File: config.mk
export PLATFORM = sky130hd
export DESIGN_NAME = msrh_sched_entry_multi_src
export DESIGN_NICKNAME = d
export VERILOG_FILES = /design/src/rtl/msrh_sched_entry_multi_src.sv
export SDC_FILE = /design/constraint.sdc
export NUM_CORES = 1
export LEC_CHECK = 0
export ABC_CLOCK_PERIOD_IN_PS = 3300
export BUFFER_PORTS_ARGS = -buffer_cell sky130_fd_sc_hd__clkbuf_2
export CORE_MARGIN = 3
export CORE_UTILIZATION = 58
export CTS_BUF_LIST = sky130_fd_sc_hd__clkbuf_8
export CTS_CLUSTER_DIAMETER = 30
export DETAILED_ROUTE_END_ITERATION = 7
export GPL_TIMING_DRIVEN = 0
export PLACE_DENSITY = 0.86
export SYNTH_ARGS = -nofsm -noshare
export SYNTH_HDL_FRONTEND = slang
export SYNTH_SLANG_ARGS = --single-unit
File: constraint.sdc
create_clock -name i_clk -period 3.3 [get_ports i_clk]
set_input_delay 0.33 -clock i_clk [delete_from_list [all_inputs] [get_ports i_clk]]
set_output_delay 0.33 -clock i_clk [all_outputs]
set_load 0.03 [all_outputs]
File: src/rtl/msrh_sched_entry_multi_src.sv
// msrh_sched_entry_multi_src: one issue-queue slot with NUM_SRC operands,
// speculative wakeup, cancel-driven replay and branch/flush kill.
module msrh_sched_entry_multi_src #(
  parameter int NUM_SRC    = 3,
  parameter int WAKE_NUM   = 4,
  parameter int CANCEL_NUM = 2,
  parameter int RNID_W     = 7,
  parameter int CMT_ID_W   = 6,
  parameter int BR_W       = 8,
  parameter int REPLAY_MAX = 3,
  localparam int RC_W  = $clog2(REPLAY_MAX+1),
  localparam int TAG_W = $clog2(BR_W)
) (
  input  logic                         i_clk,
  input  logic                         i_reset_n,
  input  logic                         i_put,
  input  logic [CMT_ID_W-1:0]          i_put_cmt_id,
  input  logic [NUM_SRC-1:0]           i_put_src_valid,
  input  logic [NUM_SRC*RNID_W-1:0]    i_put_src_rnid,
  input  logic [NUM_SRC-1:0]           i_put_src_ready,
  input  logic [BR_W-1:0]              i_put_br_mask,
  input  logic [WAKE_NUM-1:0]          i_wake_valid,
  input  logic [WAKE_NUM*RNID_W-1:0]   i_wake_rnid,
  input  logic [WAKE_NUM-1:0]          i_wake_spec,
  input  logic [CANCEL_NUM-1:0]        i_cancel_valid,
  input  logic [CANCEL_NUM*RNID_W-1:0] i_cancel_rnid,
  input  logic                         i_picked,
  input  logic                         i_pipe_done,
  input  logic                         i_pipe_except,
  input  logic                         i_commit,
  input  logic [CMT_ID_W-1:0]          i_commit_cmt_id,
  input  logic                         i_flush,
  input  logic                         i_br_upd,
  input  logic [TAG_W-1:0]             i_br_tag,
  input  logic                         i_br_mispred,
  output logic                         o_valid,
  output logic                         o_ready,
  output logic [NUM_SRC-1:0]           o_src_ready,
  output logic                         o_done,
  output logic                         o_finish,
  output logic                         o_except,
  output logic [RC_W-1:0]              o_replay_cnt,
  output logic [CMT_ID_W-1:0]          o_cmt_id
);

  typedef enum logic [2:0] {
    S_INIT, S_WAIT, S_ISSUED, S_DONE, S_WCMP, S_DEAD
  } state_t;

  state_t                    state_q;
  logic                      valid_q;
  logic [CMT_ID_W-1:0]       cmt_id_q;
  logic [NUM_SRC-1:0]        src_valid_q;
  logic [NUM_SRC*RNID_W-1:0] src_rnid_q;
  logic [NUM_SRC-1:0]        ready_q;
  logic [NUM_SRC-1:0]        spec_ready_q;
  logic [NUM_SRC-1:0]        spec_used_q;
  logic [BR_W-1:0]           br_mask_q;
  logic                      except_q;
  logic [RC_W-1:0]           replay_q;

  logic                      put_now;
  logic [NUM_SRC-1:0]        cur_v, cur_r, cur_sr;
  logic [NUM_SRC*RNID_W-1:0] cur_rnid;
  logic [NUM_SRC-1:0]        ns_hit, sp_hit, cn_hit;
  logic [NUM_SRC-1:0]        rdy, srdy;
  logic                      spec_ok, all_rdy, kill, put_kill;
  logic                      replay_cancel, commit_hit, release_now;
  logic [BR_W-1:0]           br_clr;

  // On the put cycle the incoming fields stand in for the latched ones.
  assign put_now  = i_put & (state_q == S_INIT);
  assign cur_v    = put_now ? i_put_src_valid : src_valid_q;
  assign cur_r    = put_now ? i_put_src_ready : ready_q;
  assign cur_sr   = put_now ? '0 : spec_ready_q;
  assign cur_rnid = put_now ? i_put_src_rnid : src_rnid_q;
  assign spec_ok  = replay_q < RC_W'(REPLAY_MAX);

  always_comb begin
    ns_hit = '0;
    sp_hit = '0;
    cn_hit = '0;
    for (int k = 0; k < NUM_SRC; k++) begin
      for (int w = 0; w < WAKE_NUM; w++) begin
        if (cur_v[k] && i_wake_valid[w] &&
            i_wake_rnid[w*RNID_W +: RNID_W] == cur_rnid[k*RNID_W +: RNID_W]) begin
          if (i_wake_spec[w]) begin
            if (spec_ok) sp_hit[k] = 1'b1;
          end else begin
            ns_hit[k] = 1'b1;
          end
        end
      end
      for (int c = 0; c < CANCEL_NUM; c++) begin
        if (cur_v[k] && i_cancel_valid[c] &&
            i_cancel_rnid[c*RNID_W +: RNID_W] == cur_rnid[k*RNID_W +: RNID_W])
          cn_hit[k] = 1'b1;
      end
    end
  end

  assign rdy           = cur_r | ns_hit;
  assign srdy          = (cur_sr | sp_hit) & ~cn_hit;
  assign all_rdy       = &(~cur_v | rdy | srdy);
  assign br_clr        = i_br_upd ? (BR_W'(1) << i_br_tag) : '0;
  assign kill          = i_flush | (i_br_upd & i_br_mispred & br_mask_q[i_br_tag]);
  assign put_kill      = i_br_upd & i_br_mispred & i_put_br_mask[i_br_tag];
  assign replay_cancel = |(cn_hit & spec_used_q);
  assign commit_hit    = i_commit & (i_commit_cmt_id == cmt_id_q);
  assign release_now   = commit_hit &
                         (state_q == S_DONE || state_q == S_WCMP || state_q == S_DEAD);

  assign o_valid      = valid_q;
  assign o_ready      = valid_q & (state_q == S_WAIT) & ~kill & all_rdy;
  assign o_src_ready  = valid_q ? (rdy | srdy) : '0;
  assign o_done       = (state_q == S_DONE);
  assign o_finish     = release_now;
  assign o_except     = except_q;
  assign o_replay_cnt = replay_q;
  assign o_cmt_id     = cmt_id_q;

  always_ff @(posedge i_clk) begin
    if (!i_reset_n) begin
      state_q      <= S_INIT;
      valid_q      <= 1'b0;
      cmt_id_q     <= '0;
      src_valid_q  <= '0;
      src_rnid_q   <= '0;
      ready_q      <= '0;
      spec_ready_q <= '0;
      spec_used_q  <= '0;
      br_mask_q    <= '0;
      except_q     <= 1'b0;
      replay_q     <= '0;
    end else begin
      br_mask_q    <= br_mask_q & ~br_clr;
      ready_q      <= rdy;
      spec_ready_q <= srdy;
      unique case (state_q)
        S_INIT: if (i_put) begin
          state_q     <= put_kill ? S_DEAD : S_WAIT;
          valid_q     <= 1'b1;
          cmt_id_q    <= i_put_cmt_id;
          src_valid_q <= i_put_src_valid;
          src_rnid_q  <= i_put_src_rnid;
          br_mask_q   <= i_put_br_mask & ~br_clr;
          spec_used_q <= '0;
          except_q    <= 1'b0;
        end
        S_WAIT: begin
          if (kill) state_q <= S_DEAD;
          else if (i_picked && o_ready) begin
            state_q     <= S_ISSUED;
            spec_used_q <= srdy & ~rdy & cur_v;
          end
        end
        S_ISSUED: begin
          if (kill) state_q <= S_DEAD;
          else if (replay_cancel) begin
            state_q      <= S_WAIT;
            spec_ready_q <= '0;
            spec_used_q  <= '0;
            if (spec_ok) replay_q <= replay_q + RC_W'(1);
          end else if (i_pipe_done) begin
            state_q  <= S_DONE;
            except_q <= i_pipe_except;
          end
        end
        S_DONE:  state_q <= kill ? S_DEAD : S_WCMP;
        S_WCMP, S_DEAD: ;
        default: state_q <= S_INIT;
      endcase
      if (release_now) begin
        state_q      <= S_INIT;
        valid_q      <= 1'b0;
        cmt_id_q     <= '0;
        src_valid_q  <= '0;
        ready_q      <= '0;
        spec_ready_q <= '0;
        spec_used_q  <= '0;
        except_q     <= 1'b0;
        replay_q     <= '0;
      end
    end
  end

  always_ff @(posedge i_clk)
    if (i_reset_n) assert (!(i_put && state_q != S_INIT));

endmodule

# Yosys cells after proc, flatten, opt, wreduce, memory -nomap -nowiden

Cells that the tools add are included.

Bits in registers: 54
Bits in latches: 0
RAM bits: 0
Memory bits (read-only): 0
Output and inout bits: 16
Logic and storage cells: 222
Memories kept: 0

Add/sub/neg operators: 1
Multiply operators: 0
Div/mod/pow operators: 0
$lt $le $gt $ge: 2
Equal/unequal tests: 33
Shifts and indexed selects: 1
Mux-type cells: 95
Bitwise gates (word level): 28
Reduce and logical (&&, ||, !) cells: 51

Operator list:

| kind                                                                   | number |
|---|---|
| 7-bit equality test                                                    | 18 |
| 1-bit two-way mux                                                      | 67 |
| 3-bit two-way mux                                                      | 19 |
| 1-bit logical AND                                                      | 37 |
| 8-bit two-way mux                                                      | 3 |
| 21-bit two-way mux                                                     | 1 |
| 8-bit bitwise AND                                                      | 2 |
| 3-bit OR                                                               | 5 |
| 3-bit one-hot mux with 5 select lines                                  | 1 |
| 3-bit bitwise AND                                                      | 4 |
| 2-bit inequality test (second input constant)                          | 6 |
| 1-bit bitwise AND                                                      | 9 |
| 3-bit inverter                                                         | 3 |
| 3-bit one-hot mux with 3 select lines                                  | 1 |
| 8-bit inverter                                                         | 1 |
| 4-bit AND reduction                                                    | 2 |
| 1-bit by 3-bit << shifter with 8-bit output (first input constant)     | 1 |
| 1-bit binary-select mux with 3-bit select                              | 2 |
| 3-bit by 2-bit equality test with 1-bit output (second input constant) | 2 |
| 3-bit equality test (second input constant)                            | 2 |
| 6-bit equality test                                                    | 1 |
| 6-bit AND reduction                                                    | 1 |
| 5-bit AND reduction                                                    | 1 |
| 3-bit by 4-bit < comparator with 1-bit output (second input constant)  | 1 |
| other kinds (17)                                                       | 21 |

# Logic depth before layout (Yosys ltp)

Word-level depth: 24
Gate-level depth with buffers: 15

# Worst setup path before layout

Ideal clock, no wire load.

Path type: register to output
Start: register state_q[2]
End: output port o_src_ready[0]
Arrival: 3.108 ns
Setup slack: -0.138 ns
Stages on the path, launching flop included: 10
Cells stage by stage: dfxtp_1 > or4b_1 > buf_2 > buf_6 > or4_1 > a2111oi_2 > a32oi_1 > o21ai_0 > o21ai_1 > a21boi_0

Longest elaborated chain between the ends: 19
Elaborated cells on any way between the ends: 49

Ends and longest elaborated chain:

| element                                                         | line   | text |
|---|---|---|
| start, declared                                                 | 50     | `state_t state_q;` |
| start signal, assigned                                          | 141    | `state_q <= put_kill ? S_DEAD : S_WAIT;` |
| start signal, assigned                                          | 169    | `S_DONE: state_q <= kill ? S_DEAD : S_WCMP;` |
| 3-bit zero test *                                               | 72     | `assign put_now = i_put & (state_q == S_INIT);` |
| 1-bit bitwise AND *                                             | 72     |  |
| 21-bit two-way mux / 3-bit two-way mux (equally long branches)  | 76, 73 |  |
| 7-bit equality test / 1-bit logical AND (equally long branches) | 86, 85 |  |
| 1-bit logical AND                                               | 85     | `if (cur_v[k] && i_wake_valid[w] &&` |
| 1-bit two-way mux                                               | 85     |  |
| 1-bit two-way mux                                               | 88     | `if (spec_ok) sp_hit[k] = 1'b1;` |
| 1-bit two-way mux                                               | 87     | `if (i_wake_spec[w]) begin` |
| (+3 left out)                                                   | --     |  |
| 1-bit two-way mux                                               | 85     |  |
| 1-bit two-way mux                                               | 88     |  |
| 1-bit two-way mux                                               | 87     |  |
| 1-bit two-way mux                                               | 85     |  |
| 3-bit OR                                                        | 103    | `assign srdy = (cur_sr \| sp_hit) & ~cn_hit;` |
| 3-bit bitwise AND                                               | 103    |  |
| 3-bit OR *                                                      | 115    | `assign o_src_ready = valid_q ? (rdy \| srdy) : '0;` |
| 3-bit two-way mux *                                             | 115    |  |
| end, declared                                                   | 38     | `output logic [NUM_SRC-1:0] o_src_ready,` |

Mark *: on every way between the ends. The rest lies on a longest branch, timed or not.

# Final worst setup path

Start: register state_q[1]
End: output port o_ready

Longest elaborated chain between the ends: 20
Elaborated cells on any way between the ends: 129

Ends and longest elaborated chain:

| element                                                         | line   | text |
|---|---|---|
| 3-bit zero test                                                 | 72     |  |
| 1-bit bitwise AND                                               | 72     |  |
| 21-bit two-way mux / 3-bit two-way mux (equally long branches)  | 76, 73 |  |
| 7-bit equality test / 1-bit logical AND (equally long branches) | 86, 85 |  |
| 1-bit logical AND                                               | 85     |  |
| 1-bit two-way mux                                               | 85     |  |
| 1-bit two-way mux                                               | 88     |  |
| 1-bit two-way mux                                               | 87     |  |
| (+4 left out)                                                   | --     |  |
| 1-bit two-way mux                                               | 88     |  |
| 1-bit two-way mux                                               | 87     |  |
| 1-bit two-way mux                                               | 85     |  |
| 3-bit OR                                                        | 103    |  |
| 3-bit bitwise AND                                               | 103    |  |
| 3-bit OR                                                        | 104    | `assign all_rdy = &(~cur_v \| rdy \| srdy);` |
| 3-bit AND reduction                                             | 104    |  |
| 1-bit bitwise AND *                                             | 114    | `assign o_ready = valid_q & (state_q == S_WAIT) & ~kill & all_rdy;` |
| end, declared                                                   | 37     | `output logic o_ready,` |

Marks and branches as above.

==> out/metrics.csv <==
stage;metric;value;unit
sta;relSlewSlack;52.2;%
drt;drtPass1Iterations;8;
drt;wl_per_cell;25.8;um
floorplanning;rows;37;
status;violations;DRC, setup timing;
critical_path;r2r-end;state_q[1];
synthesis;synth_seq_cells;54;
drt;first_iter_violations;1325;
clock_network;cts_buffer_depth;2;
sta;finClkSkew;0.0110;ns
finish;n_antenna_cell;0;
placement;pre_cts_ws;-1.09;ns
sta;setup_ws;-0.528;ns
grt;grt_usage;46.6;%
hold_path;hp-start;i_put_cmt_id[1];
clock_network;cts_made_buffers;5;
finish;stdcell_count;1104;
flow_run;maxCapViolCount;0;
clock_network;cts.sinks;54;
critical_path;timing.rr.start;state_q[1];
floorplanning;dieArea;0.0119;sq mm
synthesis;yosys.cell_types.count;77;
critical_path;crit_arrival;3.50;ns
finish;syn2layout_area_growth;27.6;%
sta;fin_hold_ws;0.206;ns
power;power;0.00295;W
clock_network;path_clk_slew;0.12;ns
finish;n_fill_cell;777;
sta;maxSlewViolCount;0;
synthesis;syn_inst;845;
grt;grt_pass1_wl;41600;um
finish;drive_gt1_share;26.0;%
power;ir_drop;0.278;mV
grt;grt_max_degree;19;
drt;viasPerCell;7.11;
synthesis;synthArstFlopShare;0;%
sta;hold_viol_final;0;
sta;setup_violations;10;
drt;drc_errors;2;
drt;vias;7845;
clock_network;clk_latency;0.34;ns
floorplanning;die_h;109;um
sta;clock.fmax;261;MHz
synthesis;synthesis.area;0.00617;sq mm
finish;layout_common_cells;clkbuf_2 (84), nand2_1 (67), xnor2_1 (64);
grt;grt_pass1_vias;7485;
critical_path;crit_type;register to primary output;
synthesis;synth_fp_nets;959;
critical_path;cp-end-kind;primary output;
hold_path;hold_path_class;input port to register;
grt;grt_overflow;0;
synthesis;synth-edff-count;0;
synthesis;synth.avg_cell_area;7.31;sq um
synthesis;synth_ff_type;dfxtp_1;
placement;io_buffers;86;
hold_path;hold_end;o_cmt_id[1];
clock_network;cts-root-buf;clkbuf_8;
drt;routed_wl;28500;um
hold_path;hold_depth;3;
floorplanning;start_util;59.8;%
floorplanning;fp.dieW;109;um
sta;min_period;3.83;ns
drt;drtAntennaViolNets;0;
finish;final_nets;1081;
sta;tightest_slew;0.716;ns
critical_path;cp-start-kind;register;
synthesis;synth_seq_area_share;17.5;%
floorplanning;ios;128;
power;leakage;3.00;nW
placement;post-place-cells;1067;
power;p_per_area;375;mW/mm^2
grt;antenna_found_initial;0;
status;status;finished with violations;
sta;rsz0062_at_grt;true;
clock_network;h-tree-depth;2;
critical_path;ff2ff_path_depth;15;
sta;min_period_over_period;116;%
critical_path;reg2reg_slack;-0.18;ns
placement;dpl.hpwl;20100;um
critical_path;cp_max_fo;6;
finish;final_common_cell;clkbuf_2;
clock_network;cts_tree;yes;
placement;place.gp.congestion;1.04;
synthesis;yosysWarnings;0;
floorplanning;core-area;0.0103;sq mm
critical_path;required;2.97;ns
==> sequential cells by signal (all words and copies together), names as in the netlist <==
| register | count |
|---|---|
| src_valid_q | 3 |
| o_valid | 1 |
| src_rnid_q | 21 |
| o_cmt_id | 6 |
| br_mask_q | 8 |
| state_q | 3 |
| spec_ready_q | 3 |
| o_replay_cnt | 2 |
| spec_used_q | 3 |
| o_except | 1 |
| ready_q | 3 |
==> critical path: stages, from the launching register on <==
cell,delay (ns)
dfxtp_2,0.34
buf_4,0.14
nor4b_4,0.39
buf_4,0.21
nand2_1,0.21
a2111oi_1,0.36
o211ai_1,0.31
o32ai_2,0.39
nor3_2,0.10
a21o_1,0.22
a32oi_4,0.21
nand2_2,0.09
inv_2,0.08
buf_8,0.12
==> cells in the mapped netlist, types with 6 or more instances <==
| master | count | share of area (%) |
|---|---|---|
| nand2_1 | 75 | 4.6 |
| xnor2_1 | 66 | 9.4 |
| clkbuf_1 | 64 | 3.9 |
| inv_1 | 59 | 3.6 |
| dfxtp_1 | 54 | 18 |
| nor2_1 | 54 | 3.3 |
| xor2_1 | 50 | 7.1 |
| o21ai_0 | 33 | 2.7 |
| nor2b_1 | 27 | 2.7 |
| nor3_1 | 25 | 2.0 |
| o221ai_1 | 25 | 3.5 |
| a21oi_1 | 23 | 1.9 |
| nand2b_1 | 21 | 2.1 |
| o22ai_1 | 21 | 2.1 |
| mux2i_1 | 19 | 3.1 |
| o2111ai_1 | 17 | 2.4 |
| nand3_1 | 16 | 1.3 |
| nand4_1 | 14 | 1.4 |
| nor4_1 | 11 | 1.1 |
| a221oi_1 | 10 | 1.4 |
| and2_1 | 10 | 1.0 |
| o211ai_1 | 10 | 1.2 |
| a21boi_0 | 8 | 0.97 |
| buf_1 | 8 | 0.49 |
| or2_2 | 8 | 0.81 |
| a2111oi_0 | 7 | 0.99 |
| buf_2 | 7 | 0.57 |
| o31ai_1 | 7 | 0.85 |
| a221o_1 | 6 | 0.97 |
| and3_1 | 6 | 0.61 |
==> repair_timing <==
action                     CTS  global route
setup buffers               25            14
resized for setup           99            63
pin swaps                   26            36
cloned                       2             0
hold buffers                 0             0
setup endpoints to repair   27            14
==> power by group <==
group | internal [W] | switching (W)
combinational | 0.000671 | 0.00104
sequential | 0.000722 | 0.0000638
clock | 0.000180 | 0.000281
total | 0.00157 | 0.00138
==> worst max path at each step <==
stage	start	end	slack [ns]	cells past startpoint
6_report	state_q[1]	o_ready	-0.53	13
5_1_grt	state_q[1]	o_ready	-0.51	12
4_1_cts	state_q[1]	o_ready	-0.33	14
3_5_place_dp	i_put	o_ready	-1.09	14
3_3_place_gp	i_put	o_ready	-1.12	14
2_1_floorplan	state_q[2]	o_src_ready[1]	0.06	10
==> through the flow <==
step	setup TNS [ns]	util, %	area [sq um]
6_report	-2.12	76.3	7880
5_1_grt	-2.33	76.3	7880
4_1_cts	-2.22	73.6	7600
3_5_place_dp	-15.35	65.7	6780
3_3_place_gp	-16.70	65.7	6780
2_1_floorplan	0	-	6180
==> cell families (layout without fill, tap and decap cells) <==
| logic type | count (synthesis) | after routing | share of synthesized area (%) |
|---|---|---|---|
| simple gates | 284 | 284 | 23.5 |
| compound gates | 217 | 217 | 26.7 |
| buf+inv | 143 | 266 | 9.26 |
| flops | 54 | 54 | 17.5 |
| xor+xnor | 116 | 116 | 16.5 |
| fa+ha+maj | 2 | 2 | 0.405 |
| mux | 29 | 29 | 6.22 |
==> layout make-up <==
class	count	area [sq um]	share of cell area, %
timing repair buffer	120	786	9.97
clock buffer	6	82.6	1.05
multi-input combinational	648	5130	65.1
buffer	78	380	4.83
sequential	54	1090	13.8
clock inverter	2	20.0	0.254
inverter	60	225	2.86
tap	136	170	2.16
==> routing by layer <==
metal | up-vias | wire [um] | global-route usage, %
met2 | 784 | 12200 | 70.9
met4 | 0 | 2600 | 34.2
met5 | - | 0 | 0
li1 | 3286 | - | -
met3 | 234 | 3950 | 16.6
met1 | 3541 | 9750 | 53.7
Note: power is estimated with default switching activity, not from simulation.
